===== config.mk =====
export PLATFORM = sky130hd
export DESIGN_NAME = load_unit
export DESIGN_NICKNAME = d
export VERILOG_FILES = /design/src/rtl/load_unit.sv
export SDC_FILE = /design/constraint.sdc
export NUM_CORES = 1
export LEC_CHECK = 0
export ABC_AREA = 1
export BUFFER_PORTS_ARGS = -buffer_cell sky130_fd_sc_hd__buf_2
export CORE_MARGIN = 3
export CORE_UTILIZATION = 58
export CTS_BUF_LIST = sky130_fd_sc_hd__clkbuf_16
export DETAILED_ROUTE_END_ITERATION = 10
export PLACE_DENSITY = 0.88
export SYNTH_ARGS = -nofsm -noshare
export SYNTH_HDL_FRONTEND = slang
export SYNTH_SLANG_ARGS = --single-unit

===== constraint.sdc =====
create_clock -name clock -period 4.55 [get_ports clock]
set_input_delay 0 -clock clock [delete_from_list [all_inputs] [get_ports clock]]
set_output_delay 0 -clock clock [all_outputs]
set_load 0.02 [all_outputs]

===== src/rtl/load_unit.sv =====
// load_unit: RISC-V style load unit (LB/LH/LW/LBU/LHU).
// Accepts one load at a time and issues a word-aligned memory read.
// Extracts and extends the addressed byte or half from the returned word.
// Writes the result back to the register file; a missing ack within
// TIMEOUT_CYCLES, or an illegal func3, produces a one-cycle load_fault pulse.
// Optional build macro: LOAD_MISALIGN_TRAP_EN -- misaligned LH/LHU/LW fault
// instead of silently using the aligned lanes.
module load_unit #(
    parameter int TIMEOUT_CYCLES = 16
) (
    input  logic        clock,
    input  logic        reset,
    input  logic        load_valid,
    output logic        load_ready,
    input  logic [31:0] base_addr,
    input  logic [31:0] imm,
    input  logic [2:0]  func3,
    input  logic [4:0]  rd_in,
    output logic        mem_read_req,
    output logic [31:0] mem_read_address,
    input  logic        mem_read_ack,
    input  logic [31:0] mem_read_data,
    output logic        reg_write,
    output logic [4:0]  write_reg,
    output logic [31:0] write_data,
    output logic        load_fault
);

    localparam int TW = $clog2(TIMEOUT_CYCLES + 1);

    typedef enum logic [1:0] {
        IDLE  = 2'd0,
        REQ   = 2'd1,
        WB    = 2'd2,
        FAULT = 2'd3
    } state_t;

    state_t        state_reg, state_next;
    logic [31:0]   addr_reg, addr_next;
    logic [2:0]    func3_reg, func3_next;
    logic [4:0]    rd_reg, rd_next;
    logic [31:0]   data_reg, data_next;
    logic [TW-1:0] timer_reg, timer_next;

    logic [31:0]   eff_addr;
    logic          illegal_func3;
    logic          misaligned;
    logic [31:0]   extracted;

    assign eff_addr = base_addr + imm;

    // func3 encodings 011, 110 and 111 are not loads this unit supports
    assign illegal_func3 = (func3 == 3'b011) || (func3 == 3'b110) || (func3 == 3'b111);

`ifdef LOAD_MISALIGN_TRAP_EN
    // Halves must be 2-byte aligned (func3 x01), words 4-byte aligned
    assign misaligned = ((func3[1:0] == 2'b01) && eff_addr[0])
                     || ((func3 == 3'b010) && (eff_addr[1:0] != 2'b00));
`else
    // Low address bits below the access size are simply ignored
    assign misaligned = 1'b0;
`endif

    // Little-endian byte and half lanes of the captured memory word
    logic [7:0]  byte_lane [4];
    logic [15:0] half_lane [2];

    generate
        for (genvar gi = 0; gi < 4; gi++) begin : g_byte_lane
            assign byte_lane[gi] = data_reg[8*gi +: 8];
        end
        for (genvar gi = 0; gi < 2; gi++) begin : g_half_lane
            assign half_lane[gi] = data_reg[16*gi +: 16];
        end
    endgenerate

    logic [7:0]  sel_byte;
    logic [15:0] sel_half;

    assign sel_byte = byte_lane[addr_reg[1:0]];
    assign sel_half = half_lane[addr_reg[1]];

    // Select the addressed lane and sign- or zero-extend it by load type
    always_comb begin
        extracted = data_reg;
        case (func3_reg)
            3'b000:  extracted = {{24{sel_byte[7]}}, sel_byte};
            3'b100:  extracted = {24'h0, sel_byte};
            3'b001:  extracted = {{16{sel_half[15]}}, sel_half};
            3'b101:  extracted = {16'h0, sel_half};
            default: extracted = data_reg;
        endcase
    end

    // State register and latched request fields
    always_ff @(posedge clock) begin
        if (reset) begin
            state_reg <= IDLE;
            addr_reg  <= '0;
            func3_reg <= '0;
            rd_reg    <= '0;
            data_reg  <= '0;
            timer_reg <= '0;
        end else begin
            state_reg <= state_next;
            addr_reg  <= addr_next;
            func3_reg <= func3_next;
            rd_reg    <= rd_next;
            data_reg  <= data_next;
            timer_reg <= timer_next;
        end
    end

    // Next-state logic: accept, wait for ack or timeout, then writeback or fault
    always_comb begin
        state_next = state_reg;
        addr_next  = addr_reg;
        func3_next = func3_reg;
        rd_next    = rd_reg;
        data_next  = data_reg;
        timer_next = timer_reg;
        case (state_reg)
            IDLE: begin
                if (load_valid) begin
                    addr_next  = eff_addr;
                    func3_next = func3;
                    rd_next    = rd_in;
                    timer_next = '0;
                    state_next = (illegal_func3 || misaligned) ? FAULT : REQ;
                end
            end
            REQ: begin
                // An ack in the final allowed cycle still completes the load
                if (mem_read_ack) begin
                    data_next  = mem_read_data;
                    state_next = WB;
                end else if (timer_reg == TW'(TIMEOUT_CYCLES - 1)) begin
                    state_next = FAULT;
                end else begin
                    timer_next = timer_reg + 1'b1;
                end
            end
            WB: begin
                timer_next = '0;
                state_next = IDLE;
            end
            FAULT: begin
                timer_next = '0;
                state_next = IDLE;
            end
            default: state_next = IDLE;
        endcase
    end

    // Outputs decode the state; reset forces every strobe and writeback field low
    assign load_ready       = (state_reg == IDLE) && !reset;
    assign mem_read_req     = (state_reg == REQ) && !reset;
    assign mem_read_address = {addr_reg[31:2], 2'b00};
    assign reg_write        = (state_reg == WB) && (rd_reg != 5'd0) && !reset;
    assign write_reg        = ((state_reg == WB) && !reset) ? rd_reg : 5'd0;
    assign write_data       = ((state_reg == WB) && !reset) ? extracted : 32'd0;
    assign load_fault       = (state_reg == FAULT) && !reset;

endmodule


== Word-level counts from Yosys, hierarchy flattened ==
Index checks and enable logic that the tools add are counted.
Widths: inputs -> output; s select.
Storage, ports and cells
  flip-flop bits (word level): 79
  input bits: 108
  output and inout port bits: 73
  word-level logic and storage cells: 61
Operators by class
  add/sub/neg operators: 2
  $lt $le $gt $ge: 2
  eq/ne operators: 14
  mux-type cells: 18
  bitwise gates (word level): 2
  reduce and logical (&&, ||, !) cells: 17
Operators with widths (number)
  $pmux 32 s4: 1
  $mux 16: 3
  $add 32x32->32: 1
  $mux 32: 1
  $mux 5: 4
  $bmux 8 s2: 1
  $mux 8: 2
  $pmux 5 s3: 1
  $eq 3x3->1 const B: 4
  $mux 2: 4
  $logic_and 1x1->1: 6
  $ne 2x2->1 const B: 3
  $pmux 2 s3: 1
  $reduce_and 2->1: 3
  $add 5x1->5 const B: 1
  $eq 5x4->1 const B: 1
  $reduce_bool 5->1: 1
  $eq 2x2->1 const B: 2
  $eq 3x1->1 const B: 1
  $eq 3x2->1 const B: 1
  $ge 3x3->1 const B: 1
  $logic_not 3->1: 1
  $ne 3x3->1 const B: 1
  $not 2->3: 1
  other kinds (8): 9

== Longest topological paths before layout ==
Gate-level depths: netlist of the first run.
  depth after elaboration: 6
  gate-level depth with buffers: 13
  mapped depth without buffers: 13

== Worst setup path before layout of the first run ==
No wires, ideal clock.
  path type: flip-flop to flip-flop
  start point: reg timer_reg[0]
  end point: reg timer_reg[3]
  data arrival time: 1592 ps
  data required time: 4429 ps
  setup slack: 2836 ps
  cell stages (with the launch flop): 12
  buffers on the path: 0
  path through: dfxtp_1 -> ha_1 -> inv_1 -> nor3_1 -> ha_1 -> or2_2 -> a21oi_2 -> inv_2 -> nor2_4 -> nand3_2 -> xor2_1 -> nor2_1
Between the ends
  word-level cells in the longest chain between the ends: 4
  elaborated cells on any way between the ends: 7
  those cells by class: add/sub: 1; eq/ne: 2; mux: 3; reduce/logical: 1
RTL lines
  start, declared: line 43  | logic [TW-1:0] timer_reg, timer_next;
  start signal, assigned: line 110  | timer_reg <= timer_next;
  $add 5x1->5: line 140  | timer_next = timer_reg + 1'b1;
  $mux 5: line 137  | end else if (timer_reg == TW'(TIMEOUT_CYCLES - 1)) begin
  $mux 5: line 134  | if (mem_read_ack) begin
  $pmux 5 s3: line 122  | case (state_reg)
Several ways; a longest one is shown, not always the timed one. The select of a mux whose other input is x is not followed.
A chain may end at the register's enable or synchronous reset.

== Worst setup path in the final report of the first run ==
  start point: reg func3_reg[1]
  end point: out write_data[1]
Between the ends
  word-level cells in the longest chain between the ends: 3
  elaborated cells on any way between the ends: 6
  those cells by class: eq/ne: 3; mux: 2; reduce/logical: 1
RTL lines
  start, declared: line 40  | logic [2:0] func3_reg, func3_next;
  start signal, assigned: line 107  | func3_reg <= func3_next;
  $eq 3x3->1, or another cell as far along: line 86  | case (func3_reg)
  $pmux 32 s4 *: line 86
  $mux 32 *: line 161  | assign write_data = ((state_reg == WB) && !reset) ? extracted : 32'd0;
  end, declared: line 25  | output logic [31:0] write_data,
Mark *: on every way between the ends. The rest lies on a longest branch, timed or not.

==> results of run 1 <==
## critical path, delay by kind of cell (launching register included)
| kind | cells | cell delay [ns] |
|---|---|---|
| flops | 1 | 1.03 |
| buf+inv | 2 | 0.78 |
| compound gates | 2 | 0.76 |
| simple gates | 1 | 0.10 |
## final cells by class
type                    instances  share of cell area
multi-input cells             713              0.4743
flip-flops and latches         79              0.2048
repair buffers                215              0.1630
inverters                     196             0.09528
clock buffers                   9             0.02917
well taps                     136             0.02204
clock inverters                 7             0.01134
## logic make-up (layout without fill, tap and decap cells)
kind of cell               count (synthesis)  after routing  synth area share
AOI/OAI and AO/OA                        198            198            0.1782
xor gates and xnor gates                  16             16           0.02184
adders and majority gates                 34             34           0.06746
buffers and inverters                    262            427            0.1835
DFF                                       79             79            0.2464
other                                      1              2         0.0005843
and+or+nand+nor                          463            463            0.3020
## power groups by stage
stage	clock network, uW	logic [uW]	registers, uW
floorplan	0	614	808
global placement	0	728	833
detailed placement	0	737	835
CTS	758	766	820
global route	797	869	829
finish	751	774	822
## per-layer routing
| layer | routed length [um] | share of wire | vias to the layer above |
|---|---|---|---|
| li1 | - | - | 3576 |
| met1 | 7427 | 0.43 | 3015 |
| met2 | 8351 | 0.48 | 276 |
| met3 | 1089 | 0.063 | 39 |
| met4 | 539 | 0.031 | 0 |
| met5 | 0 | 0 | - |
## layout by cell type, fill, tap and decap left out, drive strengths merged, types with 12 or more instances in the layout
cell and n:
nand2 262, inv 196, buf 179, nor2 132
a21oi 86, dfxtp 79, o21ai 78, nand3 54
dlygate4sd3 36, ha 33, a211oi 16, xor2 12
## timing repair
action                    in CTS  in global routing
hold buffers                  36                  0
gates resized for setup        0                  0
hold endpoints to repair      36                  0
## how the worst max path moves through the flow
stage                              start                         to  slack (ns)  cells after the start
3_3_place_gp   func3_reg[1]$_SDFFE_PP0P_              write_data[4]        2.14                      5
6_report       func3_reg[1]$_SDFFE_PP0P_              write_data[1]        1.54                      5
5_1_grt        func3_reg[1]$_SDFFE_PP0P_              write_data[1]        1.32                      5
2_1_floorplan  timer_reg[0]$_SDFFE_PP0P_  timer_reg[3]$_SDFFE_PP0P_        2.84                     11
4_1_cts        func3_reg[1]$_SDFFE_PP0P_              write_data[4]        1.71                      5
3_5_place_dp   func3_reg[1]$_SDFFE_PP0P_              write_data[4]        2.06                      5
## stage by stage
stage | setup slack [ns] | hold WS (ns)
2_1_floorplan | 2.836 | 0.1644
3_3_place_gp | 2.136 | 0.2736
3_5_place_dp | 2.055 | 0.2828
4_1_cts | 1.711 | 0.0007168
5_1_grt | 1.323 | 0.01214
6_report | 1.543 | 0.006543
==> flow_metrics.tcl, run 1 <==
set metrics [dict create \
    status "finished clean" \
    combPwrFrac 0.330 \
    switching_share 0.3535 \
    nets 1356 \
    synthArstFlopShare 0 \
    cp-start-kind "register" \
    num_vias 6906 \
    max-vdd-ir-drop_uv 267.1 \
    power.leakage_uw 0.004311 \
    dpl.cell_count 1303 \
    p_per_area_nw_per_um2 304.0 \
    rr_startpoint "state_reg[1]$_SDFFE_PP0P_" \
    antenna_found_initial 0 \
    postRouteAntennaNets 0 \
    clkPwrFrac 0.320 \
    final_cell_area_um2 7721 \
    post_cts_buffers 0 \
    hp-class "input pin to register" \
    grt_busiest_layer "met2" \
    clock.fmax_ghz 0.3326 \
    reg2reg_slack_ns 2.43 \
    internal-power_uw 1517 \
    synth_area_um2 6417 \
    ys.flop_type "dfxtp_1" \
    maxSlewViolCount 0 \
    core_area_um2 10560 \
    syn_area_per_cell_um2 6.094 \
    path_cells "inv_1 > o21ai_1 > nor2_1 > a211oi_1 > buf_2" \
    clock_path_buffers 2 \
    die_w_um 111.2 \
    synth_cells 1053 \
    die_area_um2 12360 \
    first_pass_iters 5 \
    slew-limit-headroom 0.2841 \
    wl_per_cell_um 12.85 \
    yosysMostFrequentCell "nand2_1" \
    worstSetupPathType "register to output pin" \
    regArea_um2 1582 \
    rows 37 \
    diodes 0 \
    cp_slowest_stage_delay_ns 1.03 \
    stdcell_count 1355 \
    multiInputGateArea_um2 3662 \
    synth_seq_cells 79 \
    path_clk_slew_ns 0.06 \
    hpwlAfterDp_um 13150 \
    hold_viol 0 \
    p_seq_frac 0.350 \
    grt-ovfl-total 0 \
    hp-start "mem_read_data[16]" \
    utilization 0.7315 \
    r2r-end "addr_reg[22]$_SDFFE_PP0P_" \
    area_growth_syn_to_layout_pct 20.32 \
    grt_max_degree 51 \
    clk_root_buffer_cell "clkbuf_16" \
    synth_area_leaders "dfxtp_1, nand2_1, inv_1" \
    finClkSkew_ns 0.004600 \
    post-route-period-util 0.6608 \
    crit_fanout 22 \
    worst_skew_pair.late_latency_ns 0.33 \
    cts_tree "done" \
    cp_slowest_cell "dfxtp_1" \
    port_buffers 178 \
    yosys_warnings 0 \
    synth_top_area_cell "dfxtp_1" \
    p_switching_uw 829.6 \
    ios 181 \
    drc 0 \
    ys_seq_area_frac 0.2464 \
    initial_utilization 0.6080 \
    htreeDepth 3 \
    worst_setup_path_end_kind "output pin" \
    place_area_um2 7048 \
    cts_buffers 9 \
    maxCapViolCount 0 \
    die_y_um 111.2 \
    met3_usage 0.03439 \
    gp_congestion 0.9293 \
    clock_sinks 79 \
    critPathRequiredTime_ns 4.55 \
    finalWirelength_um 17410 \
    grt_pass1_wl_um 28640 \
    synth.top_cell.area_share 0.2464 \
    period_minus_slack_ns 3.007 \
    finalSetupViolCount 0 \
    grtUsageMet2 0.4881 \
    fillers 917 \
    worst_pin_slew_ns 1.072 \
    drive_above_1_share 0.2051 \
    min_to "data_reg[16]$_SDFFE_PP0P_" \
    rsz0062_at_grt "false" \
    netlist_top_cells_count "nand2_1, inv_1, nor2_1" \
    report.power.total_uw 2347 \
    worstPathArrival_ns 3.01 \
    grt_pass1_vias 6201 \
    ys_types 40 \
    synth_edf_count 0 \
    grt_use_met1 0.3439 \
    vias_per_cell 5.097 \
    drt_iter0_markers 523 \
    grtUsageTotal 0.2772 \
    setup_tns_ns 0 \
    hold_path_depth 3 \
    reg2reg_depth 6 \
]
Note: power is estimated with default switching activity, not from simulation.
==> inputs of run 2 (changes only) <==
--- a/config.mk
+++ b/config.mk
@@ -8,10 +8,10 @@
 export ABC_AREA = 1
 export BUFFER_PORTS_ARGS = -buffer_cell sky130_fd_sc_hd__buf_2
 export CORE_MARGIN = 3
-export CORE_UTILIZATION = 58
+export CORE_UTILIZATION = 48
 export CTS_BUF_LIST = sky130_fd_sc_hd__clkbuf_16
 export DETAILED_ROUTE_END_ITERATION = 10
-export PLACE_DENSITY = 0.88
+export PLACE_DENSITY = 0.77
 export SYNTH_ARGS = -nofsm -noshare
 export SYNTH_HDL_FRONTEND = slang
 export SYNTH_SLANG_ARGS = --single-unit
==> constraint.sdc (replaced) <==
create_clock -name clock -period 2.4 [get_ports clock]
set_input_delay 0 -clock clock [delete_from_list [all_inputs] [get_ports clock]]
set_output_delay 0 -clock clock [all_outputs]
set_load 0.02 [all_outputs]
==> flow_metrics.tcl, run 2 (synthesis gave the netlist of run 1 again) <==
set metrics [dict create \
    status "finished clean" \
    fillers 1244 \
    setup_tns_ns 0 \
    post_cts_buffers 0 \
    mostFrequentLayoutCells "nand2_1, inv_1, buf_2" \
    power.leakage_uw 0.004370 \
    core_area_um2 12820 \
    rows 41 \
    report.power.total_uw 4502 \
    p_seq_frac 0.340 \
    drt_iter0_markers 449 \
    drc 0 \
    hpwlAfterDp_um 13990 \
    diodes 0 \
    regArea_um2 1582 \
    hp-class "input pin to register" \
    grtUsageTotal 0.2469 \
    max-vdd-ir-drop_uv 352.7 \
    grt_pass1_wl_um 29730 \
    path_delay_family "simple AND/OR/NAND/NOR gates" \
    hold_path_depth 3 \
    port_buffers 178 \
    nets 1368 \
    clock_path_buffers 2 \
    path_clk_slew_ns 0.06 \
    combPwrFrac 0.340 \
    first_pass_iters 5 \
    rsz0062_at_grt "false" \
    grt_max_degree 57 \
    hold_viol 0 \
    wl_per_cell_um 12.89 \
    grt_pass1_vias 6345 \
    reg2reg_depth 8 \
    worstSetupPathType "register to output pin" \
    grtUsageMet2 0.4142 \
    critical_path_buf_inv_count 2 \
    p_per_area_nw_per_um2 572.4 \
    post-route-period-util 0.8696 \
    htreeDepth 3 \
    cts_tree "done" \
    die_w_um 121.6 \
    die_area_um2 14790 \
    drive_above_1_share 0.2096 \
    clock.fmax_ghz 0.4791 \
    maxCapViolCount 0 \
    slew-limit-headroom 0.3122 \
    initial_utilization 0.5004 \
    clock_sinks 79 \
    cp.depth 5 \
    grt_busiest_layer "met2" \
    critPathRequiredTime_ns 2.40 \
    worst_setup_path_end_kind "output pin" \
    p_switching_uw 1603 \
    ctsResizeCount 0 \
    grt-ovfl-total 0 \
    worstPathArrival_ns 2.09 \
    met3_usage 0.04643 \
    switching_share 0.3560 \
    cp-start-kind "register" \
    worst_pin_slew_ns 1.031 \
    cp_slowest_stage_delay_ns 0.54 \
    finalWirelength_um 18090 \
    cts_buffers 9 \
    clk_root_buffer_cell "clkbuf_16" \
    ios 181 \
    area_growth_syn_to_layout_pct 22.58 \
    vias_per_cell 4.917 \
    multiInputGateArea_um2 3662 \
    antenna_found_initial 0 \
    gp_congestion 1.022 \
    die_y_um 121.6 \
    clkPwrFrac 0.320 \
    finalSetupViolCount 0 \
    period_minus_slack_ns 2.087 \
    postRouteAntennaNets 0 \
    path_cells "inv_2 > nor3_4 > nand2_4 > a21oi_1 > buf_2" \
    cp_slowest_cell "nor3_4" \
    finClkSkew_ns 0.006543 \
    grt_use_met1 0.3163 \
    internal-power_uw 2900 \
    num_vias 6899 \
    crit_fanout 16 \
    worst_skew_pair.late_latency_ns 0.33 \
    final_common_cell "nand2_1" \
    maxSlewViolCount 0 \
    hold_buffers 40 \
]
run 2: cell count changes in the layout (fill, tap and decap cells not counted), sizes merged:
| cell | before | now |
|---|---|---|
| buf | 179 | 187 |
| dlygate4sd3 | 36 | 40 |
run 2: stage by stage:
| step | cell area, um^2 | cells | setup WS, ns | utilization | hold slack, ns |
|---|---|---|---|---|---|
| after floorplan | 6421 | 1054 | 0.6861 | - | 0.1644 |
| after global placement | 7153 | 1347 | 0.6230 | 0.5578 | 0.2769 |
| after detailed placement | 7153 | 1347 | 0.5747 | 0.5578 | 0.2859 |
| after CTS | 7866 | 1403 | 0.3154 | 0.6134 | 0.03040 |
| after global routing | 7866 | 1403 | 0.1629 | 0.6134 | 0.04077 |
| final | 7866 | 1403 | 0.3129 | 0.6134 | 0.04826 |
run 2: power groups by stage:
stage	Clock (uW)	Sequential, uW	Combinational [uW]
detailed placement	0	1560	1470
finish	1440	1530	1530
CTS	1460	1530	1530
global placement	0	1550	1450
floorplan	0	1530	1160
global route	1520	1540	1730
run 2: routing by layer:
layer / share of wire / up-vias / wire length, um
met2: 0.46 / 246 / 8273
met4: 0.029 / 0 / 518
met1: 0.44 / 3009 / 8023
met5: 0 / - / 0
met3: 0.070 / 33 / 1275
li1: - / 3611 / -
run 2: worst reg2reg max path: stages (launching register included):
cell	delay, ns
dfxtp_1	0.36
inv_2	0.08
nor2_2	0.03
buf_4	0.18
nand2_1	0.06
buf_4	0.43
nand2_1	0.12
a21oi_1	0.13
dlygate4sd3_1	0.55
run 2: worst paths after layout:
path | startpoint | end | slack (ns)
max | state_reg[1]$_SDFFE_PP0P_ | write_data[17] | 0.31
max reg2reg | state_reg[0]$_SDFFE_PP0P_ | data_reg[9]$_SDFFE_PP0P_ | 0.41
min reg2reg | rd_reg[4]$_SDFFE_PP0P_ | rd_reg[4]$_SDFFE_PP0P_ | 0.47
min | mem_read_ack | data_reg[10]$_SDFFE_PP0P_ | 0.05
run 2: layout make-up:
type                            count  area share
Clock buffer                        9     0.02863
Clock inverter                      7     0.01113
Inverter                          196     0.09353
Multi-Input combinational cell    713      0.4656
Sequential cell                    79      0.2011
Tap cell                          172     0.02736
Timing Repair Buffer              227      0.1727
